$ cat src/rtl/dmem_arbiter_if.sv
// -----------------------------------------------------------------------------
// dmem_arbiter_if
// Request/response bundle for one requester port of dmem_arbiter.
//
// Signals:
//   req      requester -> arbiter  request; held with fields stable until gnt
//   we       requester -> arbiter  1 = store, 0 = load
//   addr     requester -> arbiter  byte address
//   wdata    requester -> arbiter  store data, right-aligned
//   dm_ctrl  requester -> arbiter  000 B, 001 H, 010 W, 100 BU, 101 HU
//   gnt      arbiter -> requester  one-cycle pulse, request accepted
//   rvalid   arbiter -> requester  one-cycle pulse, response valid
//   rdata    arbiter -> requester  load result, held until the next response
//   err      arbiter -> requester  qualified by rvalid, access rejected
//
// Modports: master = requester side, slave = arbiter side.
// -----------------------------------------------------------------------------
interface dmem_arbiter_if;
  logic        req;
  logic        we;
  logic [31:0] addr;
  logic [31:0] wdata;
  logic [2:0]  dm_ctrl;
  logic        gnt;
  logic        rvalid;
  logic [31:0] rdata;
  logic        err;

  modport master (
    output req, we, addr, wdata, dm_ctrl,
    input  gnt, rvalid, rdata, err
  );

  modport slave (
    input  req, we, addr, wdata, dm_ctrl,
    output gnt, rvalid, rdata, err
  );
endinterface

$ cat src/rtl/dmem_arbiter.sv
// -----------------------------------------------------------------------------
// dmem_arbiter
// Two-port arbiter and access sequencer in front of data_memory. Port 0 is the
// core load/store port, port 1 the debug/loader port. Requests are serialised
// through a registered IDLE -> ACCESS -> RESP sequence; misaligned,
// out-of-range and undefined accesses are rejected before reaching memory.
//
// Ports:
//   clk            clock, all state changes on the rising edge
//   rst            synchronous active-high reset
//   p0, p1         dmem_arbiter_if.slave requester ports
//   mem_addr_o     address to data_memory (0 outside ACCESS)
//   mem_wdata_o    store data to data_memory (0 outside ACCESS)
//   mem_we_o       write enable to data_memory, forced low while rst is high
//   mem_dm_ctrl_o  size/sign control to data_memory (0 outside ACCESS)
//   mem_rdata_i    combinational read data from data_memory
//
// Parameters:
//   DEPTH_WORDS    number of 32-bit words; legal byte addresses 0..DEPTH_WORDS*4-1
//
// Build option:
//   DMEM_ARB_ROUND_ROBIN_EN  defined   -> round-robin between simultaneous
//                                         requests, port 0 first after reset
//                            undefined -> fixed priority, port 0 always wins
// -----------------------------------------------------------------------------
module dmem_arbiter #(
  parameter int DEPTH_WORDS = 32
) (
  input  logic           clk,
  input  logic           rst,
  dmem_arbiter_if.slave  p0,
  dmem_arbiter_if.slave  p1,
  output logic [31:0]    mem_addr_o,
  output logic [31:0]    mem_wdata_o,
  output logic           mem_we_o,
  output logic [2:0]     mem_dm_ctrl_o,
  input  logic [31:0]    mem_rdata_i
);

  // One bit wider than the address so DEPTH_WORDS*4 = 2^32 still compares right.
  localparam logic [32:0] ADDR_LIMIT = 33'(DEPTH_WORDS) * 33'd4;

  typedef enum logic [1:0] {
    S_IDLE   = 2'd0,
    S_ACCESS = 2'd1,
    S_RESP   = 2'd2
  } state_t;

  // Any single condition below rejects the access.
  function automatic logic access_err(input logic        we,
                                      input logic [31:0] addr,
                                      input logic [2:0]  ctrl);
    logic e;
    e = 1'b0;
    case (ctrl)
      3'b000, 3'b100: e = 1'b0;
      3'b001, 3'b101: e = addr[0];
      3'b010:         e = (addr[1:0] != 2'b00);
      default:        e = 1'b1;
    endcase
    // Sign/zero extension only makes sense for loads.
    if (we && ctrl[2]) e = 1'b1;
    if ({1'b0, addr} >= ADDR_LIMIT) e = 1'b1;
    return e;
  endfunction

  state_t      state_q;
  logic        last_q;
  logic        port_q;
  logic        we_q;
  logic        err_q;

  logic        gnt0_q, gnt1_q;
  logic        rvalid0_q, rvalid1_q;
  logic        err0_q, err1_q;
  logic [31:0] rdata0_q, rdata1_q;

  logic [31:0] mem_addr_q;
  logic [31:0] mem_wdata_q;
  logic        mem_we_q;
  logic [2:0]  mem_ctrl_q;

  logic        any_req;
  logic        win_d;
  logic        last_d;
  logic        sel_we;
  logic [31:0] sel_addr;
  logic [31:0] sel_wdata;
  logic [2:0]  sel_ctrl;
  logic        sel_err;
  logic [31:0] resp_data;

  // Arbitration and selection of the winning request's fields.
  always_comb begin
    any_req = p0.req | p1.req;
`ifdef DMEM_ARB_ROUND_ROBIN_EN
    // On a tie, hand the slot to the port that was not granted last.
    win_d = p1.req & (~p0.req | ~last_q);
`else
    win_d = ~p0.req;
`endif
    last_d    = any_req ? win_d : last_q;
    sel_we    = win_d ? p1.we      : p0.we;
    sel_addr  = win_d ? p1.addr    : p0.addr;
    sel_wdata = win_d ? p1.wdata   : p0.wdata;
    sel_ctrl  = win_d ? p1.dm_ctrl : p0.dm_ctrl;
    sel_err   = access_err(sel_we, sel_addr, sel_ctrl);
    // Rejected accesses and stores return zero.
    resp_data = (err_q | we_q) ? 32'h0 : mem_rdata_i;
  end

  always_ff @(posedge clk) begin
    if (rst) begin
      state_q     <= S_IDLE;
      last_q      <= 1'b1;
      port_q      <= 1'b0;
      we_q        <= 1'b0;
      err_q       <= 1'b0;
      gnt0_q      <= 1'b0;
      gnt1_q      <= 1'b0;
      rvalid0_q   <= 1'b0;
      rvalid1_q   <= 1'b0;
      err0_q      <= 1'b0;
      err1_q      <= 1'b0;
      rdata0_q    <= 32'h0;
      rdata1_q    <= 32'h0;
      mem_addr_q  <= 32'h0;
      mem_wdata_q <= 32'h0;
      mem_we_q    <= 1'b0;
      mem_ctrl_q  <= 3'b000;
    end else begin
      // Pulses and the memory bus default low; only the active state raises them.
      gnt0_q      <= 1'b0;
      gnt1_q      <= 1'b0;
      rvalid0_q   <= 1'b0;
      rvalid1_q   <= 1'b0;
      err0_q      <= 1'b0;
      err1_q      <= 1'b0;
      mem_addr_q  <= 32'h0;
      mem_wdata_q <= 32'h0;
      mem_we_q    <= 1'b0;
      mem_ctrl_q  <= 3'b000;

      case (state_q)
        S_IDLE, S_RESP: begin
          if (any_req) begin
            state_q     <= S_ACCESS;
            port_q      <= win_d;
            last_q      <= last_d;
            we_q        <= sel_we;
            err_q       <= sel_err;
            gnt0_q      <= ~win_d;
            gnt1_q      <= win_d;
            // The memory bus is loaded here so it is registered during ACCESS.
            mem_addr_q  <= sel_addr;
            mem_wdata_q <= sel_wdata;
            mem_we_q    <= sel_we & ~sel_err;
            mem_ctrl_q  <= sel_ctrl;
          end else begin
            state_q <= S_IDLE;
          end
        end

        S_ACCESS: begin
          state_q <= S_RESP;
          if (port_q) begin
            rvalid1_q <= 1'b1;
            err1_q    <= err_q;
            rdata1_q  <= resp_data;
          end else begin
            rvalid0_q <= 1'b1;
            err0_q    <= err_q;
            rdata0_q  <= resp_data;
          end
        end

        default: state_q <= S_IDLE;
      endcase
    end
  end

  assign p0.gnt    = gnt0_q;
  assign p1.gnt    = gnt1_q;
  assign p0.rvalid = rvalid0_q;
  assign p1.rvalid = rvalid1_q;
  assign p0.err    = err0_q;
  assign p1.err    = err1_q;
  assign p0.rdata  = rdata0_q;
  assign p1.rdata  = rdata1_q;

  assign mem_addr_o    = mem_addr_q;
  assign mem_wdata_o   = mem_wdata_q;
  assign mem_dm_ctrl_o = mem_ctrl_q;
  // A reset arriving during ACCESS must abort the store in that same cycle.
  assign mem_we_o      = mem_we_q & ~rst;

endmodule
$ cat src/flat_wrapper.sv
// flat-port wrapper written by rule: the top's interface ports become plain ports
module dmem_arbiter_flat 
#(
  parameter int DEPTH_WORDS = 32
)
  (clk, rst, mem_addr_o, mem_wdata_o, mem_we_o, mem_dm_ctrl_o, mem_rdata_i, p0_req, p0_we, p0_addr, p0_wdata, p0_dm_ctrl, p0_gnt, p0_rvalid, p0_rdata, p0_err, p1_req, p1_we, p1_addr, p1_wdata, p1_dm_ctrl, p1_gnt, p1_rvalid, p1_rdata, p1_err);
  dmem_arbiter_if p0_i ();
  dmem_arbiter_if p1_i ();
  input  logic clk;
  input  logic rst;
  output logic [31:0] mem_addr_o;
  output logic [31:0] mem_wdata_o;
  output logic mem_we_o;
  output logic [2:0] mem_dm_ctrl_o;
  input  logic [31:0] mem_rdata_i;
  input wire logic [$bits(p0_i.req)-1:0] p0_req;
  input wire logic [$bits(p0_i.we)-1:0] p0_we;
  input wire logic [$bits(p0_i.addr)-1:0] p0_addr;
  input wire logic [$bits(p0_i.wdata)-1:0] p0_wdata;
  input wire logic [$bits(p0_i.dm_ctrl)-1:0] p0_dm_ctrl;
  output wire logic [$bits(p0_i.gnt)-1:0] p0_gnt;
  output wire logic [$bits(p0_i.rvalid)-1:0] p0_rvalid;
  output wire logic [$bits(p0_i.rdata)-1:0] p0_rdata;
  output wire logic [$bits(p0_i.err)-1:0] p0_err;
  input wire logic [$bits(p1_i.req)-1:0] p1_req;
  input wire logic [$bits(p1_i.we)-1:0] p1_we;
  input wire logic [$bits(p1_i.addr)-1:0] p1_addr;
  input wire logic [$bits(p1_i.wdata)-1:0] p1_wdata;
  input wire logic [$bits(p1_i.dm_ctrl)-1:0] p1_dm_ctrl;
  output wire logic [$bits(p1_i.gnt)-1:0] p1_gnt;
  output wire logic [$bits(p1_i.rvalid)-1:0] p1_rvalid;
  output wire logic [$bits(p1_i.rdata)-1:0] p1_rdata;
  output wire logic [$bits(p1_i.err)-1:0] p1_err;
  assign p0_i.req = p0_req;
  assign p0_i.we = p0_we;
  assign p0_i.addr = p0_addr;
  assign p0_i.wdata = p0_wdata;
  assign p0_i.dm_ctrl = p0_dm_ctrl;
  assign p0_gnt = p0_i.gnt;
  assign p0_rvalid = p0_i.rvalid;
  assign p0_rdata = p0_i.rdata;
  assign p0_err = p0_i.err;
  assign p1_i.req = p1_req;
  assign p1_i.we = p1_we;
  assign p1_i.addr = p1_addr;
  assign p1_i.wdata = p1_wdata;
  assign p1_i.dm_ctrl = p1_dm_ctrl;
  assign p1_gnt = p1_i.gnt;
  assign p1_rvalid = p1_i.rvalid;
  assign p1_rdata = p1_i.rdata;
  assign p1_err = p1_i.err;
  dmem_arbiter #(.DEPTH_WORDS(DEPTH_WORDS)) u_core (.clk(clk), .rst(rst), .p0(p0_i), .p1(p1_i), .mem_addr_o(mem_addr_o), .mem_wdata_o(mem_wdata_o), .mem_we_o(mem_we_o), .mem_dm_ctrl_o(mem_dm_ctrl_o), .mem_rdata_i(mem_rdata_i));
endmodule
$ cat config.mk
export PLATFORM = sky130hd
export DESIGN_NAME = dmem_arbiter_flat
export DESIGN_NICKNAME = d
export VERILOG_FILES = /design/src/rtl/dmem_arbiter_if.sv /design/src/rtl/dmem_arbiter.sv /design/src/flat_wrapper.sv
export SDC_FILE = /design/constraint.sdc
export NUM_CORES = 1
export LEC_CHECK = 0
export CAP_MARGIN = 20
export CORE_UTILIZATION = 38
export CTS_CLUSTER_DIAMETER = 120
export DETAILED_ROUTE_END_ITERATION = 16
export PLACE_DENSITY = 0.88
export SETUP_SLACK_MARGIN = 0.1
export SLEW_MARGIN = 20
export SYNTH_ARGS = -nofsm -noshare
export SYNTH_HDL_FRONTEND = slang
export SYNTH_SLANG_ARGS = --single-unit
$ cat constraint.sdc
create_clock -name clk -period 1.7 [get_ports clk]
set_input_delay 0.34 -clock clk [delete_from_list [all_inputs] [get_ports clk]]
set_output_delay 0.34 -clock clk [all_outputs]
set_load 0.02 [all_outputs]
# Yosys cells after proc, flatten, opt, wreduce, memory -nomap -nowiden
# Index checks and enable logic that the tools add are counted.
[op_classes] n_lt_le_gt_ge=1 n_reduce_logical=14 bitwise_logic=11 mux=12 eq_ne=6
[ops] operator="32-bit 2-to-1 mux" n=3
[ops] operator="32-bit by 8-bit >= comparator with 1-bit output (second input constant)" n=1
[ops] operator="3-bit OR reduction" n=3
[ops] operator="2-bit OR reduction" n=4
[ops] operator="1-bit NOT" n=7
[ops] operator="3-bit equality test (second input constant)" n=2
[ops] operator="1-bit 2-to-1 mux" n=6
[ops] operator="2-bit AND reduction" n=3
[ops] operator="2-bit one-hot mux with 2 select lines" n=1
[ops] operator="3-bit by 1-bit equality test with 1-bit output (second input constant)" n=1
[ops] operator="3-bit by 2-bit equality test with 1-bit output (second input constant)" n=1
[ops] operator="3-bit logical NOT" n=1
[ops] operator="3-bit 2-to-1 mux" n=1
[ops] operator="1-bit one-hot mux with 3 select lines" n=1
[ops] operator="1-bit bitwise AND" n=2
[ops] operator="2-bit by 1-bit equality test with 1-bit output (second input constant)" n=1
[ops] operator="2-bit equality test (second input constant)" n=1
[ops] operator="2-bit logical NOT" n=1
[ops] operator="1-bit bitwise OR" n=2
[ops] operator="2-bit nonzero test" n=1
[ops] operator="1-bit logical AND" n=1
[word_totals] in_bits=172 out_inout_bits=138 reg_bits=143 wordCells=60

# Depth between registers and ports, before layout
[depth] depth_word=8 ltp_mapped=7 ltp_nobuf=5

# Least setup slack after synthesis
# No wires, ideal clock.
[synth_timing] kind="in2reg" start="in p0_req" end="reg u_core.err_q" cell_stages=6 setup_slack_ps=107 t_required_ps=1585 path_buffers=1 setup_ps=115 t_arrival_ps=1478 path_cell_list="buf_6 -> or4_1 -> o22a_1 -> nor2_2 -> o211ai_2 -> o21a_1"
[synth_between] elab_chain_cells=6 elab_cells_between_ends=18 classes_between="order compare (1); eq/ne (4); mux (6); bitwise (1); reduce/logical (6)"
[synth_rtl] element="start, declared" line="flat_wrapper.sv:16" rtl="input wire logic [$bits(p0_i.req)-1:0] p0_req;"
[synth_rtl] element="parallel branches: the longest is 6 deep, another holds 32-bit by 8-bit >= comparator with 1-bit output"
[synth_rtl] element="end signal, assigned" line="dmem_arbiter.sv:151" rtl="err_q <= sel_err;"
[synth_rtl] element="end, declared" line="dmem_arbiter.sv:71" rtl="logic err_q;"
# Several ways; the timed one is not identified.
# A chain may end at the register's enable or synchronous reset.

# Worst setup path after layout
[layout_timing] start="reg u_core.mem_we_q" end="out mem_we_o"
[layout_between] elab_chain_cells=1
[layout_rtl] element="start, declared" line="dmem_arbiter.sv:80" rtl="logic mem_we_q;"
[layout_rtl] element="start signal, assigned" line="dmem_arbiter.sv:157" rtl="mem_we_q <= sel_we & ~sel_err;"
[layout_rtl] element="1-bit bitwise AND" line="dmem_arbiter.sv:195" rtl="assign mem_we_o = mem_we_q & ~rst;"
[layout_rtl] element="end, declared" line="flat_wrapper.sv:13" rtl="output logic mem_we_o;"
# No other way between the ends.

==> flow_summary.toml <==
[clock_network]
cts_tree = "yes"
clk_pin_slew_ps = 60
tritoncts.num_buffers = 17
root_buffer = "clkbuf_16"
cts-htree-levels = 4
clock_latency_ps = 410
hold_buffers = 0
cts.sinks = 143
clockBufferDepth = 2

[job]
cap_violations = 0

[critical_path]
cp-end-kind = "output pin"
r2r_end = "u_core.p0.rdata[13]$_SDFFE_PP0P_"
reg2reg_depth = 5
crit_required_ps = 1360
crit_type = "reg -> out"
r2r_start = "u_core.state_q[0]$_SDFF_PP0_"
path_max_fanout = 1
cp.arrival_ps = 1180
r2r_slack_ps = 290
crit_path_start_kind = "flop"

[timing]
fmax_mhz = 659
worstMarginPinSlew_ps = 725
grt_setup_unrepaired = "no"
finClkSkew_ps = 5.72
hold_viol_final = 0
whs_ps = 242
min_period_over_period_pct = 89.2
relSlewSlack_pct = 51.7
period_minus_slack_ps = 1520
slew_viol_final = 0
setup-violations-final = 0
finalWorstSetupSlack_ps = 183

[detailed_routing]
wl_per_cell_microns = 16.5
routed_via_density = 4.97
drcViolationCount = 0
finalWirelength_mm = 17.7
detail-route-antenna-nets = 0
drt_iter0_drc = 312
via_count = 5324
drt-pass1-iter-count = 5

[final_layout]
layout_commonest_cell = "clkdlybuf4s50_1"
final_cells = 1072
final_nets = 1057
area_delta_synth_final_pct = 73.2
nFillCells = 1082
fin_area_sq_mm = 0.00902
drive_above_1_share_pct = 7.37
finish.utilization_pct = 67.9
mostFrequentLayoutCells = "clkdlybuf4s50_1, dfxtp_1, dlygate4sd2_1"
n_antenna_cell = 0

[floorplanning]
die-area_sq_mm = 0.0142
initial_core_util_pct = 39.2
ios = 310
die_h_microns = 119
die_w_microns = 119
core-area_sq_mm = 0.0133
rows = 42

[placed_design]
placed_cells = 1042
dp_hpwl_mm = 13.0
dpl_cell_area_sq_mm = 0.00861
post-place-ws_ps = -319
place_congestion = 0.862
numPortBuffers = 309

[synthesis]
yosysTopAreaCell = "dfxtp_1"
syn-num-nets = 748
synth_async_sr_flop_share_pct = 0
syn_avg_cell_area_sq_um = 9.05
syn-cell-area_sq_mm = 0.00521
ys_ff_latch = 143
ys_seq_area_share_pct = 54.9
synth_top_flop_cell = "dfxtp_1"
ys_types = 32
synthTopCellsByArea = "dfxtp_1, mux2i_1, a21oi_1, nand3_1, nor2_1"
yosysWarnings = 0
synthCells = 576
synth_top_area_share_pct = 54.9
synth_edf_count = 0

[grt]
grt-ovfl-total = 0
track_usage_pct = 24.7
antenna_found_initial = 0
grt_pass1_vias = 5194
grt_pass1_wl_mm = 26.9
grt_max_degree = 72

[min_path]
min_to = "u_core.mem_addr_o[25]$_SDFF_PP0_"
hold_path_depth = 3
worstHoldStart = "p0_addr[25]"
hold_class = "in -> reg"

[pwr]
powerDensity_mw_per_mm2 = 949
ir_drop_mv = 0.547
p_leak_nw = 4.15

[status]
status = "complete, no violations"
## worst max-delay path, cell delays in order (launching register included)
cell and delay [ps]:
dfxtp_1 300, nor2b_1 110, dlygate4sd2_1 360
## sequential cells by signal, indices dropped and copies added, names as in the netlist, 2 cells and up
register / flops
u_core.p0.rdata: 32
u_core.state_q: 2
u_core.p1.rdata: 32
u_core.mem_addr_o: 32
u_core.mem_wdata_o: 32
u_core.mem_dm_ctrl_o: 3
## logic make-up (layout without fill, tap and decap cells)
family | Yosys count | after routing | share of synthesized area [%]
buffers and inverters | 46 | 366 | 3.72
AND/OR/NAND/NOR | 243 | 243 | 20.6
AO/OA/AOI/OAI | 77 | 77 | 7.83
multiplexers | 67 | 67 | 12.9
flip-flops | 143 | 143 | 54.9
## cell type report
type	instances	area (sq um)	area share, %
clock inverters	11	118	1.30
flip-flops and latches	143	2860	31.7
inverters	1	3.75	0.0416
repair buffers	335	3200	35.4
clock buffers	19	453	5.02
multi-input cells	387	2170	24.0
well taps	176	220	2.44
## cells in the mapped netlist, types with 2 or more instances
| master | count |
|---|---|
| mux2i_1 | 67 |
| buf_2 | 11 |
| nand2_1 | 68 |
| o21ai_0 | 2 |
| nor4_1 | 8 |
| a21oi_1 | 68 |
| and2_1 | 2 |
| nor2_1 | 81 |
| nand3_1 | 64 |
| nand4_1 | 2 |
| dfxtp_1 | 143 |
| clkbuf_1 | 32 |
| nor2b_1 | 2 |
| nor3_1 | 4 |
| nand2b_1 | 4 |
| a211oi_1 | 2 |
## power breakdown
group	internal [mW]	switching, mW	total (mW)
logic	0.700	0.701	1.40
clock network	2.21	1.39	3.60
registers	3.51	0.0528	3.56
total	6.42	2.14	8.56
## worst max path at each step
stage	slack [ps]	cells after the start	to	start
after floorplan	110	6	u_core.err_q$_SDFFE_PP0P_	p0_req
after global placement	-290	6	u_core.err_q$_SDFFE_PP0P_	p0_addr[24]
after detailed placement	-320	6	u_core.err_q$_SDFFE_PP0P_	p0_addr[24]
after CTS	110	6	u_core.err_q$_SDFFE_PP0P_	p0_addr[24]
after global routing	110	2	mem_we_o	u_core.mem_we_q$_SDFF_PP0_
final	180	2	mem_we_o	u_core.mem_we_q$_SDFF_PP0_
## repair_timing
action,CTS,global route
buffers inserted,0,0
setup endpoints to repair,138,1
resized for setup,138,6
pin swaps,0,4
## routing by layer
metal / vias up / global-route usage, % / share of wire, %
li1: 2585 / - / -
met1: 2470 / 26.0 / 37
met2: 240 / 43.7 / 51
met3: 29 / 9.77 / 9.5
met4: 0 / 10.0 / 2.4
met5: - / 0 / 0
## per-stage QoR
stage	total power, mW	setup TNS [ps]
2_1_floorplan	4.24	0
3_3_place_gp	5.11	-1080
3_5_place_dp	5.14	-3050
4_1_cts	8.63	0
5_1_grt	8.90	0
6_report	8.56	0
Power figures use the tool's default switching activity.
